==> config.mk <==
export PLATFORM = sky130hd
export DESIGN_NAME = sysmem_block_mover
export DESIGN_NICKNAME = d
export VERILOG_FILES = /design/src/rtl/sysmem_block_mover_pkg.sv /design/src/rtl/sysmem_xfer_buf.sv /design/src/rtl/sysmem_block_mover.sv
export SDC_FILE = /design/constraint.sdc
export NUM_CORES = 1
export LEC_CHECK = 0
export CAP_MARGIN = 20
export CORE_ASPECT_RATIO = 1.2
export CORE_MARGIN = 5
export CORE_UTILIZATION = 55
export DETAILED_ROUTE_END_ITERATION = 7
export PLACE_DENSITY = 0.78
export RECOVER_POWER = 25
export SLEW_MARGIN = 20
export SYNTH_ARGS = -nofsm -noshare
export SYNTH_HDL_FRONTEND = slang
export SYNTH_SLANG_ARGS = --single-unit
==> constraint.sdc <==
create_clock -name Clk -period 6.5 [get_ports Clk]
set_input_delay 0.975 -clock Clk [delete_from_list [all_inputs] [get_ports Clk]]
set_output_delay 0.975 -clock Clk [all_outputs]
set_load 0.1 [all_outputs]
==> src/rtl/sysmem_block_mover_pkg.sv <==
// Shared definitions for system-memory initiators.
// Holds the word width, memory depth, logic constants and the 2-bit FSM
// state encoding so sibling initiators can reuse the same values.
package sysmem_block_mover_pkg;

    localparam int WordSize = 32;
    localparam int MemWords = 128;

    localparam logic LogicOne  = 1'b1;
    localparam logic LogicZero = 1'b0;

    typedef enum logic [1:0] {
        ST_IDLE  = 2'd0,
        ST_READ  = 2'd1,
        ST_WRITE = 2'd2,
        ST_FIN   = 2'd3
    } xfer_state_e;

endpackage

==> src/rtl/sysmem_xfer_buf.sv <==
// Local transfer buffer: DEPTH x N register file.
// Ports:
//   clk_i      - clock, write on rising edge
//   wr_en_i    - write enable
//   wr_idx_i   - write index
//   wr_data_i  - write data
//   rd_idx_i   - read index (combinational read)
//   rd_data_o  - read data
// Contents are not reset; every word is written before it is read.
module sysmem_xfer_buf #(
    parameter int N     = 32,
    parameter int DEPTH = 8,
    parameter int IW    = (DEPTH > 1) ? $clog2(DEPTH) : 1
) (
    input  logic          clk_i,
    input  logic          wr_en_i,
    input  logic [IW-1:0] wr_idx_i,
    input  logic [N-1:0]  wr_data_i,
    input  logic [IW-1:0] rd_idx_i,
    output logic [N-1:0]  rd_data_o
);

    logic [N-1:0] mem_q [DEPTH];

    always_ff @(posedge clk_i) begin
        if (wr_en_i) begin
            mem_q[wr_idx_i] <= wr_data_i;
        end
    end

    assign rd_data_o = mem_q[rd_idx_i];

endmodule

==> src/rtl/sysmem_block_mover.sv <==
// Block copy engine on one external port of the shared system memory.
// A Start in IDLE latches a command; Len words are read from SrcAddr into a
// local buffer, then written to DstAddr. Stall freezes the current access.
// Ports:
//   Clk, Rst_n        - clock, asynchronous active-low reset
//   Start             - command strobe (IDLE only)
//   SrcAddr, DstAddr  - first source / destination word address
//   Len               - word count, 0..DEPTH
//   Stall             - higher-priority port owns memory this cycle
//   Busy, Done, Err   - status; Done/Err are one-cycle pulses
//   DAddrE, DOutE     - memory address and write data
//   DReadE, DWriteE   - memory strobes
//   DInE              - memory read data, combinational
//   DbgState          - current FSM state, for observation only
module sysmem_block_mover
    import sysmem_block_mover_pkg::*;
#(
    parameter int N     = WordSize,
    parameter int WORDS = MemWords,
    parameter int DEPTH = 8
) (
    input  logic                   Clk,
    input  logic                   Rst_n,
    input  logic                   Start,
    input  logic [N-1:0]           SrcAddr,
    input  logic [N-1:0]           DstAddr,
    input  logic [$clog2(DEPTH):0] Len,
    input  logic                   Stall,
    output logic                   Busy,
    output logic                   Done,
    output logic                   Err,
    output logic [N-1:0]           DAddrE,
    output logic [N-1:0]           DOutE,
    output logic                   DReadE,
    output logic                   DWriteE,
    input  logic [N-1:0]           DInE,
    output xfer_state_e            DbgState
);

    localparam int LW = $clog2(DEPTH) + 1;
    localparam int IW = (DEPTH > 1) ? $clog2(DEPTH) : 1;

    xfer_state_e   state_q, state_d;
    logic [N-1:0]  src_q, src_d;
    logic [N-1:0]  dst_q, dst_d;
    logic [LW-1:0] len_q, len_d;
    logic [LW-1:0] idx_q, idx_d;
    logic          err_q, err_d;

    logic          buf_we;
    logic [N-1:0]  buf_rd;
    logic          last_idx;
    logic          reject;
    logic [N:0]    src_end;
    logic [N:0]    dst_end;

    // End addresses are formed one bit wider so a wrap past 2^N cannot
    // slip under the WORDS limit.
    assign src_end = {1'b0, SrcAddr} + (N+1)'(Len);
    assign dst_end = {1'b0, DstAddr} + (N+1)'(Len);
    assign reject  = (Len > LW'(DEPTH))
                   || (src_end > (N+1)'(WORDS))
                   || (dst_end > (N+1)'(WORDS));

    assign last_idx = (idx_q == (len_q - LW'(1)));

    sysmem_xfer_buf #(
        .N     (N),
        .DEPTH (DEPTH),
        .IW    (IW)
    ) u_buf (
        .clk_i     (Clk),
        .wr_en_i   (buf_we),
        .wr_idx_i  (idx_q[IW-1:0]),
        .wr_data_i (DInE),
        .rd_idx_i  (idx_q[IW-1:0]),
        .rd_data_o (buf_rd)
    );

    always_ff @(posedge Clk or negedge Rst_n) begin
        if (!Rst_n) begin
            state_q <= ST_IDLE;
            src_q   <= '0;
            dst_q   <= '0;
            len_q   <= '0;
            idx_q   <= '0;
            err_q   <= LogicZero;
        end else begin
            state_q <= state_d;
            src_q   <= src_d;
            dst_q   <= dst_d;
            len_q   <= len_d;
            idx_q   <= idx_d;
            err_q   <= err_d;
        end
    end

    always_comb begin
        state_d = state_q;
        src_d   = src_q;
        dst_d   = dst_q;
        len_d   = len_q;
        idx_d   = idx_q;
        err_d   = err_q;
        buf_we  = LogicZero;
        Busy    = LogicZero;
        Done    = LogicZero;
        Err     = LogicZero;
        DAddrE  = '0;
        DOutE   = '0;
        DReadE  = LogicZero;
        DWriteE = LogicZero;

        unique case (state_q)
            ST_IDLE: begin
                if (Start) begin
                    src_d = SrcAddr;
                    dst_d = DstAddr;
                    len_d = Len;
                    idx_d = '0;
                    // A zero-length command completes cleanly even if its
                    // addresses would be out of range.
                    err_d = reject && (Len != '0);
                    if ((Len == '0) || reject) begin
                        state_d = ST_FIN;
                    end else begin
                        state_d = ST_READ;
                    end
                end
            end
            ST_READ: begin
                Busy   = LogicOne;
                DReadE = LogicOne;
                DAddrE = src_q + N'(idx_q);
                if (!Stall) begin
                    buf_we = LogicOne;
                    if (last_idx) begin
                        idx_d   = '0;
                        state_d = ST_WRITE;
                    end else begin
                        idx_d = idx_q + LW'(1);
                    end
                end
            end
            ST_WRITE: begin
                Busy    = LogicOne;
                DWriteE = LogicOne;
                DAddrE  = dst_q + N'(idx_q);
                DOutE   = buf_rd;
                if (!Stall) begin
                    if (last_idx) begin
                        idx_d   = '0;
                        state_d = ST_FIN;
                    end else begin
                        idx_d = idx_q + LW'(1);
                    end
                end
            end
            ST_FIN: begin
                Busy    = LogicOne;
                Done    = LogicOne;
                Err     = err_q;
                err_d   = LogicZero;
                state_d = ST_IDLE;
            end
            default: begin
                state_d = ST_IDLE;
            end
        endcase
    end

    assign DbgState = state_q;

endmodule

## Word-level counts from Yosys, hierarchy flattened

Memory sizes are Yosys's and may differ from the RTL's.
Index checks and enable logic that the tools add are counted.

- Input bits: 104
- Logic and storage cells: 65
- Bits in writable memories: 256
- Memories: 1
- Bits in registers: 75
- Output and inout bits: 71

Memories:

| memory | depth | width | rd ports | clocked after memory_dff | wr ports | RTL line | text |
|---|---|---|---|---|---|---|---|
| u_buf.mem_q | 8 | 32 | 1 | 0 | 1 | sysmem_xfer_buf.sv:23 | `logic [N-1:0] mem_q [DEPTH];` |

- $add $sub $neg: 6
- Reduce and logical (&&, ||, !) cells: 15
- Mux-type cells: 24
- Equality and inequality tests: 10
- Magnitude comparators: 3

Operator list:

| kind | count |
|---|---|
| adder 32 x 4 -> 33 bit | 2 |
| greater-than comparator 33 x 8 -> 1 bit (second input constant) | 2 |
| adder 32 x 4 -> 32 bit | 2 |
| case mux 32 bit (2 select lines) | 1 |
| two-way mux 32 bit | 1 |
| two-way mux 2 bit | 6 |
| two-way mux 4 bit | 3 |
| inequality test 2 bit (second input constant) | 6 |
| two-way mux 1 bit | 10 |
| case mux 2 bit (4 select lines) | 1 |
| case mux 4 bit (2 select lines) | 1 |
| AND reduction 5 bit | 1 |
| adder 4 x 1 -> 4 bit (second input constant) | 1 |
| == test 2 bit (second input constant) | 2 |
| == test 4 bit | 1 |
| greater-than comparator 4 bit (second input constant) | 1 |
| logical NOT 4 bit | 1 |
| AND reduction 2 bit | 2 |
| nonzero test 2 bit | 2 |
| nonzero test 4 bit | 1 |
| subtractor 4 x 1 -> 4 bit (second input constant) | 1 |
| logical OR 1 bit | 3 |
| AND reduction 3 bit | 1 |
| OR reduction 3 bit | 1 |
| other kinds (5) | 5 |

## Logic depth before layout (Yosys ltp)

Gate-level depths: netlist of the first run.

- Depth after elaboration: 8
- Depth in mapped cells: 21
- Depth with buffers taken out: 14

## By module

From an unflattened synthesis of the first run, not the netlist that was laid out.

- Cell total of the unflattened synthesis: 1,077
- Area total of the unflattened synthesis: 16,004.1 sq um

Modules (own cells, without submodules):

| module | seq. area each (sq um) | cells an instance | area an instance (sq um) | instances |
|---|---|---|---|---|
| sysmem_xfer_buf | 7,687.4 | 383 | 9,825.7 | 1 |
| sysmem_block_mover | 1,876.8 | 694 | 6,178.4 | 1 |

## Worst setup path after synthesis of the first run

Ideal clock, no wire load.

- Path kind: reg2out
- Start point: register state_q[1], in the netlist DbgState[1]
- End point: output DAddrE[14]
- Stages on the path, launching flop included: 17
- Required time: 5.525 ns
- Path slack: -1.642 ns
- Arrival: 7.167 ns
- Cell sequence: dfrtp_1 > ha_1 > buf_4 > buf_8 > buf_6 > buf_4 > buf_1 > clkbuf_1 > mux2_2 > ha_1 > inv_1 > fa_1 > nor2b_1 > o21a_1 > o211ai_1 > nor3_1 > nor3b_1

- Word-level cells in the longest chain between the ends: 2
- Elaborated cells on any way between the ends: 3
- Those cells by class: 2 x eq/ne; 1 x mux

RTL lines:

| item | RTL line | text |
|---|---|---|
| start, declared | sysmem_block_mover.sv:43 | `xfer_state_e state_q, state_d;` |
| start signal, assigned | sysmem_block_mover.sv:89 | `state_q <= state_d;` |
| == test 2 bit / == test 2 x 1 -> 1 bit (equally long branches) | sysmem_block_mover.sv:114 | `unique case (state_q)` |
| case mux 32 bit (2 select lines) (*) | sysmem_block_mover.sv:114 |  |
| end, declared | sysmem_block_mover.sv:32 | `output logic [N-1:0] DAddrE,` |

Mark *: on every way between the ends. The rest lies on a longest branch, timed or not.

## Final worst setup path of the first run

- Start point: register state_q[0], in the netlist DbgState[0]
- End point: output DAddrE[23]

The elaborated chain is that of the path after synthesis.

==> impl_metrics.ini, run 1 <==
[clocking]
clk_pin_slew_ps = 60
ctsRootBufferMaster = clkbuf_16
cts_setup_buffers = 0
clk_path_buf_depth = 3
clkSinkCount = 331
clock_latency_ps = 510
cts_resized = 0
numCtsBuffers = 34
cts_tree = yes
htreeDepth = 2
cts_hold_buffers = 0

[worst_setup_path]
rr_startpoint = idx_q[0]
cp_slowest_cell = or4b_1
endpoint = DAddrE[23]
r2r_slack_ps = 3300
r2r-end = u_buf.mem_q[1][7]
critical_path_class = reg2out
worst_path_most_repeated_cell = a21o_1
cp-end-kind = primary output
crit_buf_inv = 2
crit_path_cell_trace = inv_1 > ha_4 > mux2_2 > ha_1 > a21o_1 > a21o_1 > a21oi_1 > nor4_2 > or4b_1 > or3_1 > and3_1 > buf_4
rr_worst_depth = 5
crit_family = simple AND/OR/NAND/NOR gates
worstPathRequired_ps = 5520
critPathMaxFanout = 56
cp-start-kind = flop
path_depth = 12
cpPeakStageDelay_ps = 730
crit_start = DbgState[0]
worstPathArrival_ps = 5050

[sta]
slew_violations = 76
tns_ps = 0
setup_viol = 0
fin_crit_sh_pct = 92.7
maxSlewHeadroom_pct = -171
fin_skew_ps = 15.2
worstMarginPinSlew_ps = 4060
finalCriticalPeriod_ps = 6030
fmax_mhz = 166
rsz0062_at_grt = no
hold_viol = 0

[logic_synthesis]
synthMuxAreaShare_pct = 6.51
post-synth-top-area-cell = edfxtp_1
yosys.cell_count.top_type = edfxtp_1
synth-seq-cells = 331
synth-compound-area-share_pct = 13.2
syn_inst = 1133
synth_fa_ha_area_share_pct = 1.94
syn-num-nets = 1259
synthTopCellsByArea = edfxtp_1 (50%), dfrtp_1 (12%), mux2_2 (5.3%)
synth_seq_area_share_pct = 62.2
syn_area_per_cell_sq_um = 13.6
ys.flop_type = edfxtp_1
synth-warning-count = 0
async_flop_share_pct = 22.7
synth_top_area_share_pct = 50.0
synth_top_family_by_area = compound AO/OA/AOI/OAI gates
synth_cell_types = 83
synth_edf_count = 256
synthXorXnorAreaFrac_pct = 2.73
synthTopCellsByCount = edfxtp_1 (256), a22oi_1 (96), dfrtp_1 (75)
synthSimpleGateAreaFrac_pct = 11.1
synth_area_sq_um = 15400

[global_route]
antenna_found_initial = 3
grt_use_total_pct = 25.0
overflow = 0
grt_pass1_wl_um = 60600
grt_pass1_vias = 10700
grt_max_degree = 76

[floorplan]
dieWidth_um = 163
coreArea_sq_um = 27700
start_util_pct = 55.4
io-pin-count = 175
dieHeight_um = 193
die-area_sq_um = 31400
placementRows = 67

[status]
failed_checks = capacitance limit, slew limit
status = complete, but fails checks

[routing]
route.detailed.drc = 0
wl_um = 39800
viasPerCell = 6.27
ant_nets = 0
wl_per_cell_um = 23.3
drt-initial-drc-count = 863
vias = 10700
first_pass_iters = 5

[final_layout]
layout.nets = 1431
num-fill-cells = 1974
layout-drive-gt1-share_pct = 16.6
synthToLayoutAreaGrowth_pct = 21.1
fin_area_sq_um = 18600

[place]
dpl-instance-area_sq_um = 17600
gp_congestion = 0.933
dp_hpwl_um = 25500
io_buffers = 174

[power]
power_density_nw_per_um2 = 507
ir_drop_uv = 395
power_w = 0.00944
leakage_nw = 6.29

[run]
drv_cap = 1

[worst_hold_path]
hold_path.class = reg2reg
## worst min path at each step
stage | startpoint | to | slack, ps | cells after the start
6_report | src_q[12] | src_q[12] | 480 | 2
5_1_grt | src_q[12] | src_q[12] | 510 | 2
4_1_cts | src_q[12] | src_q[12] | 480 | 2
3_5_place_dp | src_q[12] | src_q[12] | 470 | 2
3_3_place_gp | src_q[12] | src_q[12] | 450 | 2
2_1_floorplan | src_q[12] | src_q[12] | 440 | 2
## stage by stage
stage	utilization (%)	setup WS, ps	cells	hold WS, ps
finish	67.1	472	1709	476
global placement	63.2	1140	1647	453
global route	67.1	258	1708	511
detailed placement	63.3	1050	1648	469
floorplan	-	35.1	1133	442
CTS	67.1	501	1708	481
## flip-flops by register name, summed over array words and instances, names as in the netlist
name         flops
idx_q            4
len_q            4
src_q           32
DbgState         2
err_q            1
u_buf.mem_q    256
dst_q           32
## cell families (layout without fill, tap and decap cells)
logic type	after synthesis	in the layout
muxes	91	91
adders and majority gates	22	22
DFF	331	331
xor gates and xnor gates	48	48
other	0	1
buffers and inverters	80	276
and+or+nand+nor	287	287
AOI/OAI and AO/OA	274	274
## layout make-up
class	count	area (sq um)	share of cell area [%]
sequential	331	9570	51.4
multi-input combinational	722	5590	30.0
timing repair buffer	195	1850	9.95
clock buffer	44	918	4.93
tap	379	474	2.55
clock inverter	16	133	0.712
inverter	21	78.8	0.423
antenna	1	2.50	0.0134
## cell usage in the layout (no fill, tap or decap), drive strengths merged, types with 31 or more instances in the layout
cell	synthesis	final
nor2	31	31
nand2	55	55
a22oi	96	96
clkdlybuf4s50	0	135
buf	14	45
mux2	72	72
clkbuf	45	45
nand3	32	32
edfxtp	256	256
dfrtp	75	75
## worst reg2reg max path: stages, from the launching register on
cell and delay [ps]:
dfrtp_1 790, nor3b_2 900, buf_4 360, inv_1 100, nor2_4 480, buf_16 250
## layer usage
layer / routed length, um / vias up / GRT usage (%)
li1: - / 4837 / -
met1: 15400 / 5291 / 31.7
met2: 19900 / 507 / 43.3
met3: 3300 / 80 / 5.32
met4: 1210 / 4 / 8.49
met5: 25 / - / 0
## power breakdown
group	switching [W]	leakage [nW]	total, W	internal, W
clock	0.000778	0.515	0.00179	0.00102
sequential	0.000222	3.21	0.00281	0.00259
combinational	0.00348	2.57	0.00483	0.00136
total	0.00448	6.29	0.00944	0.00496
No activity file was read; power rests on OpenSTA's default activity.
==> inputs of run 2 (changes only) <==
Settings changed: CTS_BUF_LIST from default to sky130_fd_sc_hd__clkbuf_4 sky130_fd_sc_hd__clkbuf_8 sky130_fd_sc_hd__clkbuf_16, MAX_ROUTING_LAYER from default to met4.
==> run 2 against run 1 <==
  * The flow still finishes with violations (capacitance limit, slew limit)
  * Hold slack improved by 0.58 ps
  * Combinational power barely moved
  * Non-clock buffer count is 1 higher
  * Clock power increased by 9%
  * Sequential cell count unchanged
  * Clock skew increased by 9.9 ps
  * Utilization grew 0.32 points
  * Highest routed layer is now met4
==> impl_metrics.ini, run 2 (same netlist as run 1, synthesis figures left out) <==
[sta]
maxSlewHeadroom_pct = -181
hold_viol = 0
fin_crit_sh_pct = 83.5
fin_skew_ps = 25.1
rsz0062_at_grt = no
setup_viol = 0
fmax_mhz = 184
finalCriticalPeriod_ps = 5430
tns_ps = 0
worstMarginPinSlew_ps = 4220
slew_violations = 76

[worst_setup_path]
cpPeakStageDelay_ps = 710
critical_path_class = reg2out
rr_worst_depth = 5
r2r-end = u_buf.mem_q[5][12]
worstPathRequired_ps = 5520
crit_path_cell_trace = inv_1 > ha_4 > mux2_2 > ha_1 > a21o_1 > a21o_1 > a21oi_1 > nor4_2 > or4b_1 > or3_1 > and3_1 > buf_4
cp-start-kind = flop
crit_start = DbgState[0]
worstPathArrival_ps = 4450
cp_slowest_cell = or4b_1
worst_path_most_repeated_cell = a21o_1
rr_startpoint = idx_q[1]
cp-end-kind = primary output
critPathMaxFanout = 8
r2r_slack_ps = 3330

[routing]
wl_um = 40400
viasPerCell = 6.31
first_pass_iters = 6
ant_nets = 0
wl_per_cell_um = 23.5
drt-initial-drc-count = 1012
route.detailed.drc = 0
vias = 10800

[status]
failed_checks = capacitance limit, slew limit
status = complete, but fails checks

[floorplan]
dieWidth_um = 163
dieHeight_um = 193
placementRows = 67
die-area_sq_um = 31400
coreArea_sq_um = 27700
io-pin-count = 175
start_util_pct = 55.4

[final_layout]
regMostFlops = u_buf.mem_q
reg_top3 = u_buf.mem_q x256, dst_q x32, src_q x32
multi_input_comb_area_sq_um = 5600
layout-drive-gt1-share_pct = 17.4
num-fill-cells = 1957
fin_area_sq_um = 18700
utilization_pct = 67.4
layout.nets = 1432
final_common_cell = edfxtp_1
largest_reg_flops = 256
seq_area_sq_um = 9570
synthToLayoutAreaGrowth_pct = 21.7
layout_common_cells = edfxtp_1 (256), clkdlybuf4s50_1 (134), a22oi_1 (96)

[power]
ir_drop_uv = 422
switching_power_w = 0.00451
clockPowerShare_pct = 20.4
combPwrFrac_pct = 50.4
swShare_pct = 47.0
p_int_w = 0.00508
p_seq_share_pct = 29.3
leakage_nw = 6.34
power_density_nw_per_um2 = 513

[clocking]
numCtsBuffers = 34
cts_resized = 0
clk_pin_slew_ps = 60
clock_latency_ps = 530
cts_hold_buffers = 0
cts_setup_buffers = 0
htreeDepth = 2
clkSinkCount = 331
clk_path_buf_depth = 3
ctsRootBufferMaster = clkbuf_16
cts_tree = yes

[worst_hold_path]
holdPathStages = 2
hold_start = src_q[12]
hold_path.class = reg2reg
min_to = src_q[12]

[place]
dpl-instance-area_sq_um = 17600
io_buffers = 174
gp_congestion = 0.948
dp_hpwl_um = 25900

[global_route]
grt_use_total_pct = 26.2
overflow = 0
grt_max_degree = 76
grt_pass1_vias = 10800
antenna_found_initial = 6
grt_pass1_wl_um = 61900

[run]
drv_cap = 1
[run 2: cell type report]
class,instances,share of cell area (%)
clock buffer,42,4.90
clock inverter,20,1.18
multi-input combinational,722,29.9
sequential,331,51.1
inverter,21,0.421
antenna,6,0.0803
timing repair buffer,196,9.84
tap,379,2.53
[run 2: critical path, delay by kind of cell, from the launching register on]
kind	cells	cell delay [ps]
mux	1	350
simple gates	4	1890
compound gates	3	380
fa+ha+maj	2	480
buf+inv	2	410
flops	1	430
[run 2: worst max path at each step]
stage | cells past startpoint | end
global placement | 12 | DAddrE[23]
detailed placement | 12 | DAddrE[23]
finish | 12 | DAddrE[23]
CTS | 12 | DAddrE[23]
floorplan | 20 | DAddrE[28]
global route | 13 | DAddrE[21]
[run 2: metrics by stage]
step,total power [W],instances,hold slack [ps],worst slack (ps)
2_1_floorplan,0.00653,1133,442,35.1
3_3_place_gp,0.00763,1649,455,1730
3_5_place_dp,0.00769,1649,466,1650
4_1_cts,0.00964,1711,479,1070
5_1_grt,0.0100,1717,516,888
6_report,0.00959,1717,477,1070
[run 2: metal layers]
layer  vias up  global-route usage [%]  wire [um]
met2       531                    44.6      20200
met4         0                    7.71       1090
met5         -                       -          0
li1       4856                       -          -
met1      5370                    32.4      15900
met3        76                    4.85       3270
[run 2: power by group through the flow]
stage               Sequential (W)  Combinational [W]  Clock, W
floorplan                  0.00281            0.00373         0
global placement           0.00283            0.00480         0
detailed placement         0.00285            0.00484         0
CTS                        0.00281            0.00486   0.00198
global route               0.00285            0.00508   0.00208
finish                     0.00281            0.00483   0.00195
==> inputs of run 3 (changes only) <==
Clock period 6.5 ns to 5.4 ns, I/O delays scaled along.
==> run 3 against run 2 <==
  * The run now ends clean
  * Die area unchanged
  * Sequential cell count unchanged
  * Sequential power increased by 21%
  * Highest routed layer unchanged
  * Total power increased by 25%
  * Non-clock buffer count unchanged
  * First-iteration DRC count increased by 0.40%
  * Final area increased by 1.2%
  * Clock skew decreased by 10 ps
  * Cell count decreased by 0.29%
==> impl_metrics.ini, run 3 (same netlist as run 1, synthesis figures left out) <==
[status]
status = complete, no violations

[floorplan]
coreArea_sq_um = 27700
start_util_pct = 55.4
placementRows = 67
dieHeight_um = 193
die-area_sq_um = 31400
io-pin-count = 175
dieWidth_um = 163

[power]
power_w = 0.0120
leakage_nw = 6.49
power_density_nw_per_um2 = 633
ir_drop_uv = 495

[routing]
vias = 10800
wl_per_cell_um = 23.9
wl_um = 40900
first_pass_iters = 6
viasPerCell = 6.32
ant_nets = 0
route.detailed.drc = 0
drt-initial-drc-count = 1016

[sta]
maxSlewHeadroom_pct = 23.9
setup_ws_ps = 274
worstMarginPinSlew_ps = 1140
setup_viol = 0
fin_crit_sh_pct = 94.9
hold_viol = 0
finalCriticalPeriod_ps = 5130
rsz0062_at_grt = no
fin_skew_ps = 14.9
slew_violations = 0
fmax_mhz = 195

[global_route]
overflow = 0
grt_pass1_wl_um = 61900
grt_max_degree = 76
grt_use_total_pct = 26.2
antenna_found_initial = 5
grt_pass1_vias = 10800

[final_layout]
num-fill-cells = 1895
synthToLayoutAreaGrowth_pct = 23.2
utilization_pct = 68.2
layout_common_cells = edfxtp_1 (256), a22oi_1 (96), clkdlybuf4s50_1 (95)
multi_input_comb_area_sq_um = 5630
final_common_cell = edfxtp_1
seq_area_sq_um = 9570
layout.nets = 1433
reg_top3 = u_buf.mem_q x256, dst_q x32, src_q x32
largest_reg_flops = 256
layout-drive-gt1-share_pct = 21.2
regMostFlops = u_buf.mem_q

[place]
pre_cts_ws_ps = 832
dp_hpwl_um = 25500
io_buffers = 174
gp_congestion = 0.926

[clocking]
clk_path_buf_depth = 3
cts_setup_buffers = 0
cts_hold_buffers = 0
ctsRootBufferMaster = clkbuf_16
cts_resized = 0
numCtsBuffers = 35
cts_tree = yes
clock_latency_ps = 520
clkSinkCount = 331
clk_pin_slew_ps = 60
htreeDepth = 2

[worst_setup_path]
crit_family = simple AND/OR/NAND/NOR gates
crit_buf_inv = 3
worstPathArrival_ps = 4320
cp-end-kind = primary output
critPathMaxFanout = 14
cp_slowest_cell = or4b_1
critical_path_class = reg2out
crit_path_cell_trace = inv_4 > ha_4 > mux2_2 > ha_1 > a21o_1 > a21o_1 > a21oi_1 > nor4_2 > buf_4 > or4b_1 > or3_1 > and3_2 > buf_12
worst_path_most_repeated_cell = a21o_1
cpPeakStageDelay_ps = 680
cp-start-kind = flop
worstPathRequired_ps = 4590

[worst_hold_path]
hold_path.class = in2async

[run]
drv_cap = 0
-- run 3: changes by cell type in the layout (fill, tap and decap cells not counted), moves of 2 or more --
cell	delta
and2_1	-7
and2_2	+7
and3b_1	-2
and3b_2	+2
buf_12	+19
buf_4	+19
clkdlybuf4s50_1	-39
clkinv_1	+2
clkinv_2	-6
dfrtp_2	-2
dfrtp_4	+2
-- run 3: cell type report --
type                       instances  share of cell area [%]
sequential                       331                    50.5
multi-input combinational        722                    29.7
timing repair buffer             196                    10.6
clock buffer                      42                    4.90
tap                              379                    2.50
clock inverter                    16                    1.22
inverter                          21                   0.429
antenna                            5                  0.0661
-- run 3: worst reg2reg max path: cells and delay by family, from the launching register on --
kind	cells	cell delay, ps
DFF	1	610
and+or+nand+nor	2	770
buffers and inverters	4	1310
-- run 3: report_power, final --
group	leakage, nW	internal, W	total, W	switching (W)
sequential	3.21	0.00312	0.00339	0.000272
clock	0.567	0.00143	0.00240	0.000973
combinational	2.72	0.00190	0.00618	0.00428
-- run 3: worst paths after layout --
path,start,cells after the start,slack (ps),end
max,DbgState[0],13,270,DAddrE[23]
min,Rst_n,1,300,dst_q[4]
max reg2reg,idx_q[1],6,2390,u_buf.mem_q[3][14]
min reg2reg,src_q[12],2,480,src_q[12]
max in group asynchronous,Rst_n,1,4490,DbgState[0]
min in group Clk,src_q[12],2,480,src_q[12]
-- run 3: through the flow --
step | hold WS [ps] | instances | area, sq um | TNS [ps]
2_1_floorplan | 442 | 1133 | 15500 | -5510
4_1_cts | 477 | 1706 | 18900 | 0
5_1_grt | 375 | 1712 | 18900 | 0
3_5_place_dp | 463 | 1648 | 17700 | 0
3_3_place_gp | 459 | 1648 | 17700 | 0
6_report | 305 | 1712 | 18900 | 0
-- run 3: layer usage --
metal  track usage [%]  wire [um]  vias to the layer above
li1                  -          -                     4838
met1              31.6      15400                     5386
met4              9.07       1370                        0
met2              44.7      20500                      509
met5                 -          0                        -
met3              5.12       3570                       85
